File: config.mk
export PLATFORM = sky130hd
export DESIGN_NAME = pixel_stream_sink
export DESIGN_NICKNAME = d
export VERILOG_FILES = /design/src/rtl/render_pkg.sv /design/src/rtl/sync_fifo.sv /design/src/rtl/pixel_stream_sink.sv
export SDC_FILE = /design/constraint.sdc
export NUM_CORES = 1
export LEC_CHECK = 0
export ABC_AREA = 1
export BUFFER_PORTS_ARGS = -buffer_cell sky130_fd_sc_hd__buf_2
export CORE_MARGIN = 1.5
export CORE_UTILIZATION = 48
export CTS_CLUSTER_DIAMETER = 120
export DETAILED_ROUTE_END_ITERATION = 6
export HOLD_SLACK_MARGIN = 0.15
export PLACE_DENSITY = 0.72
export SYNTH_ARGS = -nofsm -noshare
export SYNTH_HDL_FRONTEND = slang
export SYNTH_SLANG_ARGS = --single-unit
File: constraint.sdc
create_clock -name clk -period 6.45 [get_ports clk]
set_input_delay 1.29 -clock clk [delete_from_list [all_inputs] [get_ports clk]]
set_output_delay 1.29 -clock clk [all_outputs]
set_load 0.05 [all_outputs]
File: src/rtl/render_pkg.sv
// Shared screen constants, colour/entry types and sink FSM encoding for the tile-render output path.
package render_pkg;

  localparam int SCREEN_X_MAX    = 1079;
  localparam int SCREEN_Y_MAX    = 2159;
  localparam int COORD_X_W       = 11;
  localparam int COORD_Y_W       = 12;
  localparam int PIX_CNT_W       = 22;
  localparam int SINK_FIFO_DEPTH = 16;

  typedef logic [31:0] argb_t;

  typedef struct packed {
    logic  sof;
    logic  eof;
    argb_t data;
  } pix_entry_t;

  localparam int ENTRY_W = $bits(pix_entry_t);

  typedef enum logic [1:0] {
    ST_IDLE   = 2'd0,
    ST_STREAM = 2'd1,
    ST_DRAIN  = 2'd2
  } sink_state_e;

endpackage

File: src/rtl/sync_fifo.sv
// Single-clock show-ahead FIFO; DEPTH must be a power of two so the pointers wrap naturally.
module sync_fifo #(
  parameter int WIDTH = 34,
  parameter int DEPTH = 16
) (
  input  logic                       clk,
  input  logic                       rst_n,
  input  logic                       push_i,
  input  logic [WIDTH-1:0]           wdata_i,
  input  logic                       pop_i,
  output logic [WIDTH-1:0]           rdata_o,
  output logic                       full_o,
  output logic                       empty_o,
  output logic [$clog2(DEPTH):0]     count_o
);

  localparam int AW = $clog2(DEPTH);
  localparam int CW = AW + 1;

  logic [WIDTH-1:0] mem_q [DEPTH];
  logic [AW-1:0]    wr_ptr_q;
  logic [AW-1:0]    rd_ptr_q;
  logic [CW-1:0]    count_q;

  // Storage is not reset; the head is only meaningful while count_q is non-zero.
  always_ff @(posedge clk) begin
    if (push_i) mem_q[wr_ptr_q] <= wdata_i;
  end

  always_ff @(posedge clk or negedge rst_n) begin
    if (!rst_n) begin
      wr_ptr_q <= '0;
      rd_ptr_q <= '0;
      count_q  <= '0;
    end else begin
      if (push_i) wr_ptr_q <= wr_ptr_q + 1'b1;
      if (pop_i)  rd_ptr_q <= rd_ptr_q + 1'b1;
      case ({push_i, pop_i})
        2'b10:   count_q <= count_q + 1'b1;
        2'b01:   count_q <= count_q - 1'b1;
        default: count_q <= count_q;
      endcase
    end
  end

  assign rdata_o = mem_q[rd_ptr_q];
  assign full_o  = (count_q == CW'(DEPTH));
  assign empty_o = (count_q == '0);
  assign count_o = count_q;

endmodule

File: src/rtl/pixel_stream_sink.sv
// Pixel stream sink: buffers raster pixels, re-emits them with sof/eof tags and tracks frame state.
// Build option PIXEL_SINK_ORDER_CHECK_EN adds the raster-order comparator behind order_err.
module pixel_stream_sink
  import render_pkg::*;
#(
  parameter int X_MAX      = SCREEN_X_MAX,
  parameter int Y_MAX      = SCREEN_Y_MAX,
  parameter int FIFO_DEPTH = SINK_FIFO_DEPTH,
  parameter int X_W        = COORD_X_W,
  parameter int Y_W        = COORD_Y_W
) (
  input  logic                          clk,
  input  logic                          rst_n,
  input  logic                          in_valid,
  input  logic [X_W-1:0]                in_x,
  input  logic [Y_W-1:0]                in_y,
  input  logic [31:0]                   in_data,
  output logic                          out_valid,
  input  logic                          out_ready,
  output logic [31:0]                   out_data,
  output logic                          out_sof,
  output logic                          out_eof,
  output logic                          frame_done,
  output logic                          order_err,
  output logic                          overflow,
  output logic [PIX_CNT_W-1:0]          pix_count,
  output sink_state_e                   dbg_state,
  output logic [$clog2(FIFO_DEPTH):0]   dbg_fill
);

  sink_state_e          state_q, state_d;
  logic [PIX_CNT_W-1:0] pix_count_q, pix_count_d;
  logic                 overflow_q, overflow_d;
  logic                 frame_done_q, frame_done_d;

  pix_entry_t wr_entry;
  pix_entry_t head;
  logic       fifo_full, fifo_empty;
  logic       want, push, pop;
  logic       in_sof, in_eof;

  assign in_sof   = (in_x == '0) && (in_y == '0);
  assign in_eof   = (in_x == X_W'(X_MAX)) && (in_y == Y_W'(Y_MAX));
  assign pop      = !fifo_empty && out_ready;
  assign wr_entry = '{sof: in_sof, eof: in_eof, data: in_data};

  sync_fifo #(
    .WIDTH (ENTRY_W),
    .DEPTH (FIFO_DEPTH)
  ) u_fifo (
    .clk     (clk),
    .rst_n   (rst_n),
    .push_i  (push),
    .wdata_i (wr_entry),
    .pop_i   (pop),
    .rdata_o (head),
    .full_o  (fifo_full),
    .empty_o (fifo_empty),
    .count_o (dbg_fill)
  );

  // The FSM only advances on pixels that actually enter the FIFO, so a dropped eof cannot strand DRAIN.
  always_comb begin
    state_d      = state_q;
    pix_count_d  = pix_count_q;
    overflow_d   = overflow_q;
    frame_done_d = 1'b0;
    want         = 1'b0;
    push         = 1'b0;
    case (state_q)
      ST_IDLE:   want = in_valid && in_sof;
      ST_STREAM: want = in_valid;
      default:   want = 1'b0;
    endcase
    push = want && (!fifo_full || pop);
    if (want && !push) overflow_d = 1'b1;
    if (push) begin
      pix_count_d = in_sof ? PIX_CNT_W'(1) : pix_count_q + PIX_CNT_W'(1);
      state_d     = in_eof ? ST_DRAIN : ST_STREAM;
    end
    if (state_q == ST_DRAIN && pop && head.eof) begin
      state_d      = ST_IDLE;
      frame_done_d = 1'b1;
    end
  end

  always_ff @(posedge clk or negedge rst_n) begin
    if (!rst_n) begin
      state_q      <= ST_IDLE;
      pix_count_q  <= '0;
      overflow_q   <= 1'b0;
      frame_done_q <= 1'b0;
    end else begin
      state_q      <= state_d;
      pix_count_q  <= pix_count_d;
      overflow_q   <= overflow_d;
      frame_done_q <= frame_done_d;
    end
  end

`ifdef PIXEL_SINK_ORDER_CHECK_EN
  logic [X_W-1:0] exp_x_q, exp_x_d;
  logic [Y_W-1:0] exp_y_q, exp_y_d;
  logic           order_err_q, order_err_d;

  // Expectation always re-derives from the received coordinate, so one glitch flags once and resyncs.
  always_comb begin
    exp_x_d     = exp_x_q;
    exp_y_d     = exp_y_q;
    order_err_d = order_err_q;
    if (push) begin
      if (in_sof) begin
        if (state_q == ST_STREAM) order_err_d = 1'b1;
      end else if (in_x != exp_x_q || in_y != exp_y_q) begin
        order_err_d = 1'b1;
      end
      if (in_y == Y_W'(Y_MAX)) begin
        exp_x_d = in_x + X_W'(1);
        exp_y_d = '0;
      end else begin
        exp_x_d = in_x;
        exp_y_d = in_y + Y_W'(1);
      end
    end
  end

  always_ff @(posedge clk or negedge rst_n) begin
    if (!rst_n) begin
      exp_x_q     <= '0;
      exp_y_q     <= '0;
      order_err_q <= 1'b0;
    end else begin
      exp_x_q     <= exp_x_d;
      exp_y_q     <= exp_y_d;
      order_err_q <= order_err_d;
    end
  end

  assign order_err = order_err_q;
`else
  assign order_err = 1'b0;
`endif

  // valid/ready: the head entry transfers on any clock edge where out_valid && out_ready.
  assign out_valid  = !fifo_empty;
  assign out_data   = fifo_empty ? '0 : head.data;
  assign out_sof    = !fifo_empty && head.sof;
  assign out_eof    = !fifo_empty && head.eof;
  assign frame_done = frame_done_q;
  assign overflow   = overflow_q;
  assign pix_count  = pix_count_q;
  assign dbg_state  = state_q;

endmodule

==> results.cfg, run 1 <==
[critical_path]
r2r_start = u_fifo.count_o[0]
critPathKind = flip-flop to primary output
critPathSlowestCell = clkinv_2
r2r_end = u_fifo.mem_q[4][30]
cpPeakStageDelay_ps = 990
rrSetupSlack_ps = 2840
required_ps = 5160
crit_chain = clkinv_2 -> buf_4 -> o21ai_0 -> o22ai_1 -> nor2_1 -> nor2_1 -> o21ai_1 -> a21oi_1 -> buf_2
crit_arrival_ps = 4030
end_kind = primary output
crit_fanout = 75
cp-start-kind = flip-flop
cpMostUsedCell = nor2_1
rr_worst_depth = 9

[grt]
overflow = 0
grtUsageTotal_pct = 22.7
antenna_found_initial = 1
grt_max_degree = 105
grt_pass1_wl_um = 87500
grt_pass1_vias = 15000

[floorplan]
ios = 126
row_count = 81
die_y_um = 225
core_area_mm2 = 0.0487
start_util_pct = 48.4
die_area_mm2 = 0.0505
die_width_um = 225

[sta]
max_clock_freq_ghz = 0.188
fin_setup_tns_ps = 0
setup_violations = 0
maxSlewHeadroom_pct = 8.82
maxSlewViolCount = 0
fin_worst_skew_ps = 17.7
rsz0062_at_grt = false
hold_violations = 0
min_period_over_period_pct = 82.4
hold-worst-slack_ps = 486
fin_crit_ps = 5320
worst_pin_slew_ps = 1360

[min_path]
min_from = overflow
hold_end = overflow
hp-class = flip-flop to flip-flop
min_path_cells = 1

[logic_synthesis]
synthCells = 1837
netlist.area_leader.share_pct = 69.3
yosys_register_bits = 583
syn_nets = 1906
async_flop_share_pct = 6.69
syn-cell-area_mm2 = 0.0236
yosysSeqAreaShare_pct = 73.4
yosys.area.top_type = edfxtp_1
synth_edf_count = 544
synth_flop_cell = edfxtp_1
synth_most_common_cell = edfxtp_1
yosysWarnings = 0
synth_top_cells_by_count = 544 x edfxtp_1, 352 x nor2_1, 278 x o21ai_0
synth_cell_types = 40
ys_top_cells_by_area = edfxtp_1 69%, o21ai_0 5.9%, nor2_1 5.6%
synth.avg_cell_area_um2 = 12.8

[drt]
drt-pass1-iter-count = 6
top_layer = met5
dr_wl_met2_um = 27700
wire_per_inst_um = 21.9
met1_length_um = 23400
dr_wl_met3_um = 5020
via_per_inst = 5.89
drt_iter0_drc = 1455
finalWirelength_um = 57900
vias = 15600
drc = 0
ant_nets = 0

[cells_and_area]
final_cell_area_mm2 = 0.0267
area_growth_pct = 13.1
drive_above_1_share_pct = 13.8
nets = 1996
antennaDiodeCount = 0

[clocking]
cts.repair.resized = 0
cts_root_buf = clkbuf_16
clk_pin_slew_ps = 60
cts_hold_buf = 0
cts.sinks = 583
cts_htree_levels = 2
cts_buffers = 58
cts_buffer_depth = 3
postCtsSetupBuffers = 0
cts_tree = built
clkLatencyLatePin_ps = 620

[outcome]
outcome = completed

[place]
dpl_cell_area_mm2 = 0.0248
place_congestion = 0.867
hpwl_um = 32700
io_buffers = 124

[pwr]
power_mw = 12.6
p_leak_nw = 8.93
p_per_area_mw_per_mm2 = 473
vdd.ir_drop.worst_mv = 0.251

[job]
cap_violations = 0
[where the power goes]
part	switching (mW)	internal (mW)	total (mW)	leakage, nW
clock	1.41	1.92	3.34	0.904
sequential	0.252	4.37	4.62	5.41
combinational	3.52	1.13	4.64	2.62
[how the worst max path moves through the flow]
stage	start	end	slack, ps	cells past startpoint
2_1_floorplan	in_y[9]	u_fifo.mem_q[11][0]	2430	10
3_3_place_gp	in_x[0]	u_fifo.mem_q[1][7]	1660	11
3_5_place_dp	in_x[0]	u_fifo.mem_q[5][31]	1550	12
4_1_cts	u_fifo.rd_ptr_q[1]	out_data[6]	1150	9
5_1_grt	u_fifo.rd_ptr_q[1]	out_data[6]	1000	9
6_report	u_fifo.rd_ptr_q[1]	out_data[6]	1130	9
[sequential cells by signal, indices dropped and copies added, names as in the netlist]
signal,cells
u_fifo.rd_ptr_q,4
u_fifo.mem_q,544
dbg_state,2
pix_count,22
u_fifo.count_o,5
overflow,1
u_fifo.wr_ptr_q,4
frame_done,1
[placed cells by master, fill, tap and decap left out, drive strengths merged]
cell      netlist  routed
xnor2           1       1
nand3b          2       2
o221ai        104     104
clkinvlp        0       5
ha              9       9
o31ai           2       2
nand4          14      14
clkbuf         67      74
conb            1       1
nor4            2       2
a21o            1       1
o22ai          28      28
nand3          93      93
dfrtp          39      39
o21ai         300     300
and3            1       1
o21bai          1       1
nor3           10      10
xor2           10      10
o21a            1       1
nor2          356     356
bufinv          0       6
inv            50      52
fa              1       1
clkinv          2      23
a31oi           1       1
buf            55     152
or2             1       1
nand2         100     100
edfxtp        544     544
a21oi          41      41
[metal layers]
layer  vias up  GRT usage [%]
met5         -              0
met3       108           4.32
met4         2           8.72
met1      7636           30.5
met2       798           36.7
li1       7009              -
[through the flow]
| stage | std cells | worst slack [ps] | util [%] |
|---|---|---|---|
| after floorplan | 1837 | 2430 | - |
| after global placement | 2531 | 1660 | 50.9 |
| after detailed placement | 2531 | 1550 | 50.9 |
| after CTS | 2639 | 1150 | 54.7 |
| after global routing | 2639 | 1000 | 54.7 |
| final | 2639 | 1130 | 54.7 |
[layout make-up]
type | count | area [um^2]
clock inverter | 34 | 343
sequential | 583 | 17300
tap | 664 | 831
fill | 3931 | 22100
clock buffer | 74 | 1530
inverter | 52 | 201
multi-input combinational | 1080 | 5590
timing repair buffer | 152 | 843
[worst max-delay path: cells and delay by family (launching register included)]
| family | cells | cell delay, ps |
|---|---|---|
| AO/OA/AOI/OAI | 4 | 600 |
| buffers and inverters | 3 | 1840 |
| flip-flops | 1 | 740 |
| AND/OR/NAND/NOR | 2 | 190 |
[logic make-up after synthesis]
kind of cell	after synthesis	share of synthesized area (%)
DFF	583	73.4
and+or+nand+nor	579	10.2
AOI/OAI and AO/OA	479	12.0
buffers and inverters	174	3.38
xor gates and xnor gates	11	0.409
adders and majority gates	10	0.562
other	1	0.0159
(Power assumes the default switching activity.)
==> run 2: changes to the inputs <==
- PLACE_DENSITY: 0.72 -> 0.75
- clock period: 6.45 -> 4.8 ns (I/O delays scaled with it)
==> run 2 against run 1 <==
Compared with the run above: sequential power increased by 34%; die area unchanged; total power increased by 32%; clock skew increased by 16 ps; clock-buffer cell count decreased by 7.
==> results.cfg, run 2 (same netlist as run 1, synthesis figures left out) <==
[outcome]
outcome = completed

[clocking]
clkLatencyLatePin_ps = 620
cts_tree = built
clk_pin_slew_ps = 60
cts.repair.resized = 0
cts.sinks = 583
cts_htree_levels = 2
cts_buffer_depth = 3
cts_hold_buf = 0
cts_root_buf = clkbuf_16
postCtsSetupBuffers = 0
cts_buffers = 56

[grt]
gr-usage-met3_pct = 3.27
grt_pass1_vias = 15400
grt_pass1_wl_um = 87400
grtUsageTotal_pct = 22.7
grt_use_met1_pct = 29.6
antenna_found_initial = 7
grt_max_degree = 183
top_usage_layer = met2
overflow = 0
use_met2_pct = 38.6

[place]
io_buffers = 124
place_congestion = 0.844
dpl_cell_area_mm2 = 0.0250
hpwl_um = 31000

[critical_path]
cpMostUsedCell = nor2_1
critPathKind = flip-flop to primary output
crit_buf_inv = 3
cp-start-kind = flip-flop
cpLargestDelayFamily = buffers and inverters
critPathSlowestCell = dfrtp_4
path_depth = 9
rr_worst_depth = 10
crit_chain = clkinv_2 -> buf_12 -> o21ai_0 -> o22ai_1 -> nor2_1 -> nor2_1 -> o21ai_1 -> a21oi_1 -> buf_2
required_ps = 3840
crit_arrival_ps = 3500
cpPeakStageDelay_ps = 780
crit_fanout = 137
end_kind = primary output

[drt]
drc = 0
finalWirelength_um = 58100
drt_iter0_drc = 1819
via_per_inst = 6.00
ant_nets = 0
wire_per_inst_um = 21.9
vias = 15900
drt-pass1-iter-count = 5

[pwr]
vdd.ir_drop.worst_mv = 0.453
p_per_area_mw_per_mm2 = 622
p_leak_nw = 8.96

[job]
cap_violations = 0

[floorplan]
core_area_mm2 = 0.0487
die_area_mm2 = 0.0505
die_y_um = 225
ios = 126
die_width_um = 225
start_util_pct = 48.4
row_count = 81

[sta]
hold_violations = 0
rsz0062_at_grt = false
max_clock_freq_ghz = 0.224
maxSlewHeadroom_pct = 25.8
setup_violations = 0
fin_setup_tns_ps = 0
maxSlewViolCount = 0
fin_worst_skew_ps = 33.9
fin_crit_ps = 4460
min_period_over_period_pct = 92.9
worst_pin_slew_ps = 1110

[cells_and_area]
fill_cells = 3846
area_growth_pct = 13.3
final_util_pct = 54.8
nets = 2007
largest_register = u_fifo.mem_q
final_cell_mix = 544 x edfxtp_1, 336 x nor2_1, 278 x o21ai_0, 124 x buf_2, 104 x o221ai_1
largest_reg_flops = 544
multi_input_area_mm2 = 0.00559
drive_above_1_share_pct = 14.0
final_common_cell = edfxtp_1
final_cell_area_mm2 = 0.0267
ff_latch_area_mm2 = 0.0173

[min_path]
hp-class = input port to asynchronous set/reset pin
[run 2: layout make-up]
cell class / count / area share [%]
clock inverters: 34 / 0.875
diodes: 3 / 0.0281
repair buffers: 165 / 4.03
inverters: 52 / 0.754
multi-input cells: 1080 / 20.9
flip-flops and latches: 583 / 64.8
well taps: 664 / 3.11
clock buffers: 67 / 5.48
[run 2: layer usage]
layer,part of all wire [%],up-vias
met2,50,833
met1,39,7875
met4,2.8,6
li1,-,7040
met3,8.1,128
met5,0.064,-
[run 2: worst paths after layout]
check / start / end / slack (ps)
worst max-delay path: u_fifo.rd_ptr_q[1] / out_data[29] / 340
worst min-delay path: rst_n / pix_count[5] / 490
worst max register to register: u_fifo.count_o[0] / u_fifo.mem_q[9][23] / 2130
worst min register to register: overflow / overflow / 490
max in group asynchronous: rst_n / u_fifo.rd_ptr_q[0] / 3620
min in group clk: overflow / overflow / 490
[run 2: power breakdown]
group / total, mW / leakage (nW) / internal (mW) / switching, mW
Clock: 4.14 / 0.831 / 2.32 / 1.82
Combinational: 6.33 / 2.73 / 1.57 / 4.76
Sequential: 6.17 / 5.41 / 5.87 / 0.296
Total: 16.6 / 8.96 / 9.76 / 6.87
[run 2: through the flow]
stage,power (mW),hold slack [ps],worst slack (ps),std cells
floorplan,10.8,502,1110,1837
global placement,12.4,471,1110,2544
detailed placement,12.5,465,1010,2544
CTS,16.7,482,328,2645
global route,17.4,498,259,2648
finish,16.6,485,342,2648
==> run 3: changes to the inputs <==
- ABC_AREA: 1 -> unset
==> run 3 against run 2 <==
Compared with the run above: largest cell class unchanged; total power down 2.6%; the flow now finishes with violations (DRC); first-iteration DRC count down 37%; cell count down 30%; critical path depth down 4; clock skew down 4.5 ps; synthesized cell count down 44%; die area down 3.3%.
==> results.cfg, run 3 <==
[outcome]
outcome = finished with violations
violations = DRC

[clocking]
cts.repair.resized = 0
clkLatencyLatePin_ps = 630
cts_root_buf = clkbuf_16
cts_htree_levels = 2
postCtsSetupBuffers = 0
cts.sinks = 583
cts_hold_buf = 0
cts_buffers = 55
cts_buffer_depth = 3
cts_tree = built
clk_pin_slew_ps = 60

[drt]
via_per_inst = 5.93
drt-pass1-iter-count = 7
vias = 10900
drt_iter0_drc = 1150
ant_nets = 0
wire_per_inst_um = 26.2
finalWirelength_um = 48400
drc = 12

[sta]
maxSlewHeadroom_pct = 39.0
hold_violations = 0
setup_violations = 0
rsz0062_at_grt = false
maxSlewViolCount = 0
fin_setup_tns_ps = 0
fin_crit_ps = 4030
fin_worst_skew_ps = 29.4
max_clock_freq_ghz = 0.248
worst_pin_slew_ps = 916
min_period_over_period_pct = 83.9

[logic_synthesis]
synth_flop_cell = edfxtp_1
yosysWarnings = 0
synth_top_family_by_area = multiplexers
synth_adder_area_share_pct = 0.582
netlist.area_leader.share_pct = 71.7
synth_compound_area_share_pct = 0.692
synthCells = 1025
synth_most_common_cell = edfxtp_1
synth.avg_cell_area_um2 = 22.2
syn-cell-area_mm2 = 0.0228
yosys.area.top_type = edfxtp_1
synth_cell_types = 42
yosysSeqAreaShare_pct = 76.0
muxShareOfSynthArea_pct = 17.0
ys_top_cells_by_area = edfxtp_1 72%, mux4_2 17%, dfrtp_1 4.3%
yosys_register_bits = 583
synth_top_cells_by_count = 544 x edfxtp_1, 170 x mux4_2, 44 x and2_1
yosys.area_share.simple_pct = 3.76
synth_edf_count = 544
async_flop_share_pct = 6.69
syn_nets = 1094
synth_xor_area_share_pct = 0.922

[grt]
grtUsageTotal_pct = 20.2
overflow = 0
top_usage_layer = met2
antenna_found_initial = 3
gr-usage-met3_pct = 3.66
grt_max_degree = 93
grt_use_met1_pct = 27.3
use_met2_pct = 33.8
grt_pass1_vias = 11400
grt_pass1_wl_um = 72800

[pwr]
p_leak_nw = 8.73
power_mw = 16.2
vdd.ir_drop.worst_mv = 0.543
p_per_area_mw_per_mm2 = 618

[floorplan]
die_area_mm2 = 0.0488
ios = 126
row_count = 79
core_area_mm2 = 0.0467
start_util_pct = 48.8
die_width_um = 221
die_y_um = 221

[critical_path]
critPathSlowestCell = mux4_2
cpPeakStageDelay_ps = 570
crit_arrival_ps = 3070
crit_chain = buf_12 -> mux4_2 -> mux4_2 -> and2_1 -> buf_2
required_ps = 3840
end_kind = primary output
cpMostUsedCell = mux4_2
critPathKind = flip-flop to primary output
cp-start-kind = flip-flop
crit_fanout = 52

[cells_and_area]
drive_above_1_share_pct = 34.8
nets = 1259
largest_register = u_fifo.mem_q
final_cell_mix = 544 x edfxtp_1, 170 x mux4_2, 124 x buf_2, 55 x clkbuf_16, 40 x and2_1
final_common_cell = edfxtp_1
layout.cells.non_filler = 1847
area_growth_pct = 15.0
final_util_pct = 56.2
largest_reg_flops = 544

[place]
hpwl_um = 25700
place_congestion = 0.819
dpl.cell_count = 1740
io_buffers = 124

[min_path]
hp-class = input port to asynchronous set/reset pin

[job]
cap_violations = 0
-- run 3: cell count changes in the layout (fill, tap and decap cells not counted), sizes merged, moves of 28 or more --
cell,previous run,this run
o221ai,104,0
inv,50,6
nand2,100,18
o21ai,300,8
and2,0,44
o22ai,28,0
nand3,93,11
nor2,356,26
mux4,0,170
a21oi,41,8
-- run 3: critical path, delay by kind of cell (launching register included) --
| family | cells | cell delay [ps] |
|---|---|---|
| flip-flops | 1 | 470 |
| AND/OR/NAND/NOR | 1 | 250 |
| multiplexers | 2 | 1130 |
| buffers and inverters | 2 | 580 |
-- run 3: kinds of logic (layout without fill, tap and decap cells) --
group           Yosys count  count (layout)
other cells               1               4
flops                   583             583
buf+inv                  56             268
simple gates            152             152
xor+xnor                 24              24
fa+ha+maj                10              10
mux                     174             174
compound gates           25              25
-- run 3: area by class of cell --
class | instances | area (um^2)
Inverter | 5 | 18.8
Clock buffer | 70 | 1440
Fill cell | 3371 | 20500
Antenna cell | 3 | 7.51
Multi-Input combinational cell | 386 | 5270
Clock inverter | 34 | 384
Sequential cell | 583 | 17300
Tap cell | 607 | 759
Timing Repair Buffer | 159 | 996
-- run 3: path summary, 6_finish.rpt --
kind,start,to,slack (ps),depth (start not counted)
setup / recovery,u_fifo.rd_ptr_q[0],out_eof,770,5
hold / removal,rst_n,u_fifo.count_o[3],470,1
setup reg to reg,u_fifo.count_o[0],u_fifo.count_o[4],1680,11
hold reg to reg,overflow,overflow,470,1
max in group asynchronous,rst_n,u_fifo.rd_ptr_q[0],3690,1
min in group clk,overflow,overflow,470,1
-- run 3: metal layers --
metal / vias up / share of wire [%] / routed length (um)
li1: 4611 / - / -
met2: 405 / 51 / 24600
met3: 70 / 6.8 / 3290
met4: 2 / 2.1 / 996
met1: 5860 / 40 / 19500
met5: - / 0.027 / 13
-- run 3: where the power goes --
part           switching (mW)  internal [mW]
logic                    3.24           2.20
clock network            1.86           2.52
registers               0.304           6.07
-- run 3: through the flow --
step	setup WS, ps	instance area (um^2)	hold WS (ps)
after floorplan	-226	22800	573
after CTS	694	26200	477
after global routing	650	26200	525
final	773	26200	467
after detailed placement	1180	24400	460
after global placement	1270	24400	470
